--- src/rtl/frame_buf_reader.sv ---
// Read-side engine that drains a frame from the circular frame buffer RAM into a word stream.
// Optional build macro FRAME_RD_BYTE_LEN_EN: len_i counts bytes and tkeep_o trims the last beat.
module frame_buf_reader #(
    parameter int NumWords  = 1024,
    parameter int DataWidth = 128,
    parameter int ByteWidth = 8,
    parameter int LenWidth  = 16,
    localparam int AddrWidth = (NumWords > 1) ? $clog2(NumWords) : 1,
    localparam int BeWidth   = (DataWidth + ByteWidth - 1) / ByteWidth
) (
    input  logic                 clk_i,
    input  logic                 rst_ni,
    input  logic                 start_i,
    input  logic [AddrWidth-1:0] base_addr_i,
    input  logic [LenWidth-1:0]  len_i,
    output logic                 busy_o,
    output logic                 done_o,
    output logic                 ram_en_o,
    output logic [AddrWidth-1:0] ram_addr_o,
    input  logic [DataWidth-1:0] ram_rdata_i,
    output logic [DataWidth-1:0] tdata_o,
    output logic [BeWidth-1:0]   tkeep_o,
    output logic                 tlast_o,
    output logic                 tvalid_o,
    input  logic                 tready_i
);

    typedef enum logic [1:0] {S_IDLE, S_READ, S_DRAIN, S_DONE} state_e;

    state_e                state_q, state_d;
    logic [AddrWidth-1:0]  addr_q, addr_d;
    logic [LenWidth-1:0]   words_q, words_d;
    logic                  en_q, en_d;
    logic                  en_last_q, en_last_d;
    logic                  rvalid_q, rlast_q;
    logic [BeWidth-1:0]    lkeep_q, lkeep_d;
    logic [DataWidth-1:0]  mem_q [4];
    logic [3:0]            mlast_q;
    logic [1:0]            wptr_q, rptr_q;
    logic [2:0]            cnt_q;

    logic [LenWidth-1:0]   total_w;
    logic [BeWidth-1:0]    last_keep;
    logic [3:0]            occ;
    logic                  can_issue, push, pop;

`ifdef FRAME_RD_BYTE_LEN_EN
    localparam logic [LenWidth-1:0] BeLen = LenWidth'(BeWidth);
    logic [LenWidth-1:0] rem_w;

    always_comb begin
        rem_w   = len_i % BeLen;
        total_w = len_i / BeLen + LenWidth'(rem_w != '0);
        for (int b = 0; b < BeWidth; b++) begin
            last_keep[b] = (rem_w == '0) || (LenWidth'(b) < rem_w);
        end
    end
`else
    assign total_w   = len_i;
    assign last_keep = '1;
`endif

    // Words still owed to the FIFO: stored, being read, and returning.
    assign occ       = {1'b0, cnt_q} + 4'(en_q) + 4'(rvalid_q);
    assign can_issue = (state_q == S_READ) && (words_q != '0) && (occ < 4'd4);
    assign push      = rvalid_q;
    assign pop       = tvalid_o && tready_i;

    always_comb begin
        state_d   = state_q;
        addr_d    = addr_q;
        words_d   = words_q;
        en_d      = 1'b0;
        en_last_d = 1'b0;
        lkeep_d   = lkeep_q;
        unique case (state_q)
            S_IDLE: begin
                if (start_i) begin
                    lkeep_d = last_keep;
                    if (total_w == '0) begin
                        state_d = S_DONE;
                    end else begin
                        state_d   = S_READ;
                        addr_d    = base_addr_i;
                        words_d   = total_w - LenWidth'(1);
                        en_d      = 1'b1;
                        en_last_d = (total_w == LenWidth'(1));
                    end
                end
            end
            S_READ: begin
                if (can_issue) begin
                    addr_d    = (addr_q == AddrWidth'(NumWords - 1)) ? '0
                              : addr_q + AddrWidth'(1);
                    words_d   = words_q - LenWidth'(1);
                    en_d      = 1'b1;
                    en_last_d = (words_q == LenWidth'(1));
                end
                if ((words_q == '0) || (can_issue && words_q == LenWidth'(1))) begin
                    state_d = S_DRAIN;
                end
            end
            S_DRAIN: begin
                if (pop && tlast_o) state_d = S_DONE;
            end
            S_DONE: state_d = S_IDLE;
            default: state_d = S_IDLE;
        endcase
    end

    always_ff @(posedge clk_i) begin
        if (!rst_ni) begin
            state_q   <= S_IDLE;
            addr_q    <= '0;
            words_q   <= '0;
            en_q      <= 1'b0;
            en_last_q <= 1'b0;
            rvalid_q  <= 1'b0;
            rlast_q   <= 1'b0;
            lkeep_q   <= '0;
            mlast_q   <= '0;
            wptr_q    <= '0;
            rptr_q    <= '0;
            cnt_q     <= '0;
        end else begin
            state_q   <= state_d;
            addr_q    <= addr_d;
            words_q   <= words_d;
            en_q      <= en_d;
            en_last_q <= en_last_d;
            rvalid_q  <= en_q;
            rlast_q   <= en_last_q;
            lkeep_q   <= lkeep_d;
            if (push) begin
                mlast_q[wptr_q] <= rlast_q;
                wptr_q          <= wptr_q + 2'd1;
            end
            if (pop) rptr_q <= rptr_q + 2'd1;
            unique case ({push, pop})
                2'b10:   cnt_q <= cnt_q + 3'd1;
                2'b01:   cnt_q <= cnt_q - 3'd1;
                default: cnt_q <= cnt_q;
            endcase
        end
    end

    always_ff @(posedge clk_i) begin
        if (push) mem_q[wptr_q] <= ram_rdata_i;
    end

    assign busy_o     = (state_q != S_IDLE);
    assign done_o     = (state_q == S_DONE);
    assign ram_en_o   = en_q;
    assign ram_addr_o = addr_q;
    assign tvalid_o   = (cnt_q != 3'd0);
    assign tlast_o    = tvalid_o && mlast_q[rptr_q];
    assign tdata_o    = tvalid_o ? mem_q[rptr_q] : '0;
    assign tkeep_o    = !tvalid_o ? '0 : (tlast_o ? lkeep_q : '1);

endmodule

--- config.mk ---
export PLATFORM = sky130hd
export DESIGN_NAME = frame_buf_reader
export DESIGN_NICKNAME = d
export VERILOG_FILES = /design/src/rtl/frame_buf_reader.sv
export SDC_FILE = /design/constraint.sdc
export NUM_CORES = 1
export LEC_CHECK = 0
export BUFFER_PORTS_ARGS = -buffer_cell sky130_fd_sc_hd__buf_2
export CAP_MARGIN = 25
export CORE_MARGIN = 2
export CORE_UTILIZATION = 55
export CTS_CLUSTER_DIAMETER = 40
export DETAILED_ROUTE_END_ITERATION = 10
export PLACE_DENSITY_LB_ADDON = 0.3
export SLEW_MARGIN = 20
export SYNTH_ARGS = -nofsm -noshare
export SYNTH_HDL_FRONTEND = slang
export SYNTH_SLANG_ARGS = --single-unit
--- constraint.sdc ---
create_clock -name clk_i -period 6.1 [get_ports clk_i]
set_input_delay 0.305 -clock clk_i [delete_from_list [all_inputs] [get_ports clk_i]]
set_output_delay 0.305 -clock clk_i [all_outputs]
set_load 0.01 [all_outputs]
==> flow_metrics.py, run 1 <==
metrics = {
    "die": {
        "num_io_pins": 317,
        "rows": 73,
        "die_h_um": 206,
        "core-area_um2": 39900,
        "start_util_pct": 56.0,
        "die_area_um2": 42300,
        "die_w_um": 206,
    },
    "clock_tree": {
        "cts_setup_buffers": 0,
        "numClockSinks": 558,
        "cts_tree": "yes",
        "insertion_delay_ps": 590,
        "cts_hold_buf": 129,
        "clockBufferDepth": 3,
        "htree_num_levels": 3,
        "cts_inserted_buffers": 68,
        "cts_resized": 0,
        "path_clk_slew_ps": 50,
        "cts_root_buf": "clkbuf_16",
    },
    "worst_setup_path": {
        "cp.required_ps": 5790,
        "cp_max_fo": 53,
        "crit_path_max_incr_delay_ps": 900,
        "rr_worst_depth": 9,
        "path_cells": "buf_4 > mux4_2 > and2_1 > buf_2",
        "rr_endpoint": "ram_addr_o[6]$_SDFFE_PN0P_",
        "r2r_setup_slack_ps": 2850,
        "r2r-start": "state_q[1]$_SDFFE_PN0P_",
        "crit_type": "reg -> out",
        "cp_slowest_cell": "dfxtp_4",
        "critPathLaunchType": "register",
        "end_kind": "output pin",
        "cp.arrival_ps": 2980,
    },
    "grt": {
        "grt_use_total_pct": 24.2,
        "grt_first_pass_wirelength_um": 76400,
        "gr-total-overflow": 0,
        "grt_max_degree": 78,
        "antenna_found_initial": 5,
        "grt_pass1_vias": 13600,
    },
    "timing": {
        "hold_violations": 0,
        "worstMarginPinSlew_ps": 1030,
        "max_freq_mhz": 304,
        "tns_ps": 0,
        "slew_headroom_pct": 31.0,
        "setup_viol": 0,
        "finalCritPeriodShare_pct": 53.9,
        "fin_skew_ps": 16.8,
        "maxSlewViolCount": 0,
        "rsz0062_at_grt": "no",
        "fin_crit_ps": 3290,
    },
    "logic_synthesis": {
        "async_flop_share_pct": 0,
        "synthCells": 1216,
        "yosys.area.top_type": "edfxtp_1",
        "synth_most_common_cell": "edfxtp_1",
        "synth_area_um2": 22400,
        "synth_area_per_cell_um2": 18.4,
        "seq_area_frac_synth_pct": 72.9,
        "yosys.area.top_type_share_pct": 68.8,
        "synth_cell_type_count": 61,
        "synth_edf_count": 512,
        "synth_common_cells": "edfxtp_1, and2_1, mux4_2, dfxtp_1, clkbuf_1",
        "synth_area_leaders": "edfxtp_1, mux4_2, dfxtp_1",
        "synthFlopType": "edfxtp_1",
        "synth-seq-cells": 558,
        "syn_nets": 1393,
        "ys.warnings.count": 0,
    },
    "drt": {
        "drc": 0,
        "vias": 12900,
        "routedWlPerCell_um": 22.4,
        "drtIter0Drc": 1054,
        "wl_um": 50400,
        "vias_per_cell": 5.72,
        "antenna_left": 0,
        "dr.pass1.iters": 5,
    },
    "power": {
        "ir_worst_vdd_mv": 0.288,
        "p_seq_share_pct": 39.3,
        "p_clk_share_pct": 34.7,
        "intPower_uw": 8260,
        "swShare_pct": 29.9,
        "leakage_uw": 0.00993,
        "p_sw_uw": 3520,
        "powerDensity_nw_per_um2": 420,
        "combPwrFrac_pct": 26.0,
    },
    "status": {
        "status": "complete, no violations",
    },
    "placed_design": {
        "io_buffer_count": 316,
        "dp_hpwl_um": 27700,
        "globalplace.congestion": 0.825,
    },
    "finish": {
        "nets": 1848,
        "finish.utilization_pct": 70.2,
        "layout-drive-gt1-share_pct": 33.8,
        "area_growth_pct": 25.4,
    },
    "hold_path": {
        "whs_path_depth": 3,
        "hold_path.class": "in -> reg",
        "whs_endpoint": "ram_addr_o[0]$_SDFFE_PN0P_",
        "min_from": "base_addr_i[0]",
    },
    "run": {
        "max-cap-violations": 0,
    },
}
==> registers in the layout (all words and copies together), names as in the netlist, named ones only <==
signal      cells
mem_q         512
words_q        16
ram_addr_o     10
mlast_q         4
cnt_q           3
rptr_q          2
state_q         2
wptr_q          2
en_last_q       1
lkeep_q         1
push            1
ram_en_o        1
rlast_q         1
==> how the worst max path moves through the flow <==
stage	endpoint	from	cells after the start
floorplan	mlast_q[3]$_SDFFE_PN0P_	wptr_q[0]$_SDFFE_PN0P_	4
global placement	words_q[0]$_SDFFE_PN0P_	state_q[1]$_SDFFE_PN0P_	9
detailed placement	ram_addr_o[6]$_SDFFE_PN0P_	state_q[1]$_SDFFE_PN0P_	9
CTS	tdata_o[125]	register	4
global route	words_q[9]$_SDFFE_PN0P_	state_q[1]$_SDFFE_PN0P_	9
finish	tdata_o[125]	register	4
==> power groups by stage <==
| stage | Combinational [uW] | Sequential (uW) | Clock, uW |
|---|---|---|---|
| 2_1_floorplan | 2060 | 4660 | 0 |
| 3_3_place_gp | 2930 | 4680 | 0 |
| 3_5_place_dp | 2960 | 4700 | 0 |
| 4_1_cts | 3060 | 4620 | 4140 |
| 5_1_grt | 3340 | 4650 | 4300 |
| 6_report | 3060 | 4620 | 4090 |
==> cells by family (layout without fill, tap and decap cells) <==
logic type / count (synthesis) / after routing / share of synthesized area (%)
muxes: 132 / 132 / 13.1
and+or+nand+nor: 278 / 278 / 6.89
buffers and inverters: 97 / 607 / 2.05
xor gates and xnor gates: 18 / 18 / 0.705
other: 0 / 3 / 0
AOI/OAI and AO/OA: 114 / 114 / 3.26
DFF: 558 / 558 / 72.9
adders and majority gates: 19 / 19 / 1.10
==> worst max-delay path, delay by kind of cell, from the launching register on <==
| family | cells | cell delay (ps) |
|---|---|---|
| flops | 1 | 900 |
| mux | 1 | 400 |
| buf+inv | 2 | 850 |
| simple gates | 1 | 220 |
==> layout make-up <==
type | count | area, um2
diodes | 3 | 7.51
clock buffers | 77 | 1760
clock inverters | 48 | 553
fillers | 2451 | 11900
inverters | 19 | 71.3
multi-input cells | 561 | 5620
flip-flops and latches | 558 | 16300
well taps | 525 | 657
repair buffers | 463 | 3060
==> metal layers <==
| metal | vias to the layer above | global-route usage, % | wire, um |
|---|---|---|---|
| li1 | 5734 | - | - |
| met5 | - | 0 | 25 |
| met2 | 491 | 41.7 | 26000 |
| met3 | 105 | 6.15 | 3620 |
| met1 | 6562 | 30.1 | 19300 |
| met4 | 4 | 8.17 | 1390 |
==> cells in the final DEF (no fill, tap or decap), types with 5 or more instances in the layout <==
cell type      instances
edfxtp_1             512
buf_2                316
and2_1               131
mux4_2               129
dlygate4sd3_1        129
clkbuf_16             69
dfxtp_1               44
nand2_1               39
nor2_1                37
a21oi_1               34
o21ai_0               31
inv_1                 19
ha_1                  18
nor3_1                15
buf_4                 15
inv_6                 13
xnor2_1               12
nand3_1               11
clkinv_1              11
bufinv_16              9
clkbuf_1               8
clkinvlp_4             7
nor4_1                 6
a31oi_1                6
xor2_1                 6
o211ai_1               6
nand2b_1               5
nand4_1                5
and3_1                 5
==> metrics by stage <==
step	hold slack, ps	setup slack, ps	power [uW]	cells	cell area (um2)
after global placement	424	3150	7610	1995	24400
after CTS	30.9	2730	11800	2249	28000
after global routing	41.4	2620	12300	2254	28000
final	52.0	2810	11800	2254	28000
after detailed placement	431	3050	7660	1995	24400
after floorplan	404	2040	6720	1216	22400
Note: power is estimated with default switching activity, not from simulation.
==> run 2: changes to the inputs <==
Settings changed: ABC_AREA set to 1.
Clock period 6.1 ns to 3.4 ns, I/O delays scaled along.
==> flow_metrics.py, run 2 <==
metrics = {
    "clock_tree": {
        "htree_num_levels": 3,
        "cts_root_buf": "clkbuf_16",
        "cts_inserted_buffers": 72,
        "insertion_delay_ps": 600,
        "cts_tree": "yes",
        "numClockSinks": 558,
        "clockBufferDepth": 3,
        "path_clk_slew_ps": 50,
    },
    "finish": {
        "largest_reg_flops": 512,
        "fillCellCount": 2835,
        "regMostFlops": "mem_q",
        "layout_common_cells": "nor2_1, edfxtp_1, buf_2",
        "area_growth_pct": 25.4,
        "final_common_cell": "nor2_1",
        "multiInputGateArea_um2": 5940,
        "nets": 2691,
        "design_area_um2": 29000,
        "regArea_um2": 16300,
        "layout-drive-gt1-share_pct": 18.9,
    },
    "logic_synthesis": {
        "synth_area_leaders": "edfxtp_1, nor2_1, o21ai_0",
        "syn_nets": 2263,
        "synth_cell_type_count": 34,
        "synth_area_per_cell_um2": 11.1,
        "synth_most_common_cell": "nor2_1",
        "yosys.area.top_type_share_pct": 66.5,
        "synth-seq-cells": 558,
        "synthFlopType": "edfxtp_1",
        "synth_common_cells": "nor2_1, edfxtp_1, o21ai_0, nand2_1, a21oi_1",
        "yosys.area.top_type": "edfxtp_1",
        "async_flop_share_pct": 0,
        "synthCells": 2086,
        "synth_area_um2": 23100,
        "seq_area_frac_synth_pct": 70.5,
        "synth_edf_count": 512,
        "ys.warnings.count": 0,
    },
    "placed_design": {
        "globalplace.congestion": 0.894,
        "placed_area_um2": 25100,
        "dp_hpwl_um": 30100,
        "io_buffer_count": 316,
        "place_ws_ps": 1130,
    },
    "grt": {
        "grt_use_total_pct": 25.3,
        "grt_max_degree": 141,
        "grt_pass1_vias": 17000,
        "gr-total-overflow": 0,
        "antenna_found_initial": 3,
        "grt_first_pass_wirelength_um": 87400,
    },
    "timing": {
        "worstMarginPinSlew_ps": 868,
        "slew_headroom_pct": 42.1,
        "fin_crit_ps": 2910,
        "hold_violations": 0,
        "maxSlewViolCount": 0,
        "setup_viol": 0,
        "fin_ws_ps": 491,
        "finalCritPeriodShare_pct": 85.6,
        "max_freq_mhz": 344,
        "tns_ps": 0,
        "rsz0062_at_grt": "no",
        "fin_skew_ps": 17.7,
    },
    "drt": {
        "drc": 0,
        "routedWlPerCell_um": 18.0,
        "dr.pass1.iters": 5,
        "drtIter0Drc": 1607,
        "vias_per_cell": 5.48,
        "vias": 17100,
        "antenna_left": 0,
        "wl_um": 56200,
    },
    "hold_path": {
        "hold_path.class": "in -> reg",
    },
    "die": {
        "rows": 75,
        "num_io_pins": 317,
        "start_util_pct": 55.4,
        "die_h_um": 209,
        "die_w_um": 209,
        "die_area_um2": 43700,
        "core-area_um2": 41800,
    },
    "power": {
        "leakage_uw": 0.0111,
        "ir_worst_vdd_mv": 0.535,
        "powerDensity_nw_per_um2": 740,
        "power_uw": 21500,
    },
    "run": {
        "max-cap-violations": 0,
    },
    "worst_setup_path": {
        "crit_type": "reg -> out",
        "cp_max_fo": 109,
        "end_kind": "output pin",
        "cp.required_ps": 3230,
        "critPathLaunchType": "register",
        "cp.arrival_ps": 2740,
    },
    "status": {
        "status": "complete, no violations",
    },
}
-- run 2: final timing paths --
check,startpoint,slack [ps],end,depth (start not counted)
hold reg to reg,en_last_q$_SDFF_PN0_,420,rlast_q$_SDFF_PN0_,2
hold / removal,len_i[0],30,words_q[0]$_SDFFE_PN0P_,6
setup / recovery,register,490,tdata_o[0],6
setup reg to reg,wptr_q[0]$_SDFFE_PN0P_,1140,mem_q[2][84]$_DFFE_PP_,5
-- run 2: layout make-up --
cell class	count	area share [%]
Sequential cell	558	56.2
Multi-Input combinational cell	1322	20.5
Timing Repair Buffer	481	11.4
Clock buffer	86	6.54
Tap cell	539	2.33
Clock inverter	48	1.90
Inverter	79	1.11
Antenna cell	4	0.0345
-- run 2: per-layer routing --
metal	track usage (%)	part of all wire, %
met1	31.5	39
met2	43.0	49
met3	6.06	8.3
met4	9.56	2.9
met5	0	0
-- run 2: through the flow --
stage / instances / utilization [%] / hold WS (ps)
CTS: 3113 / 69.4 / 5.33
global placement: 2839 / 60.2 / 380
floorplan: 2086 / - / 269
finish: 3117 / 69.4 / 32.8
global route: 3116 / 69.4 / 50.7
detailed placement: 2839 / 60.2 / 385
-- run 2: kinds of logic after synthesis --
logic type      Yosys count  share of synthesized area, %
compound gates          458                          10.1
xor+xnor                  7                         0.265
fa+ha+maj                19                          1.06
buf+inv                 206                          3.84
flops                   558                          70.5
mux                       1                        0.0433
simple gates            837                          14.2
-- run 2: critical path: stages (launching register included) --
cell	delay [ps]
dfxtp_4	740
buf_12	430
nor2_1	130
nor2_1	150
o21ai_0	160
a21oi_1	210
buf_2	160
-- run 2: timing repair --
| action | in CTS | in global routing |
|---|---|---|
| resized for setup | 0 | 0 |
| buffers inserted | 0 | 0 |
| endpoints found under the hold margin | 525 | 0 |
| hold buffers | 140 | 0 |
-- run 2: power breakdown --
| part | internal (uW) | switching, uW |
|---|---|---|
| Combinational | 1780 | 3700 |
| Clock | 4680 | 2970 |
| Sequential | 7990 | 332 |
| Total | 14400 | 7000 |
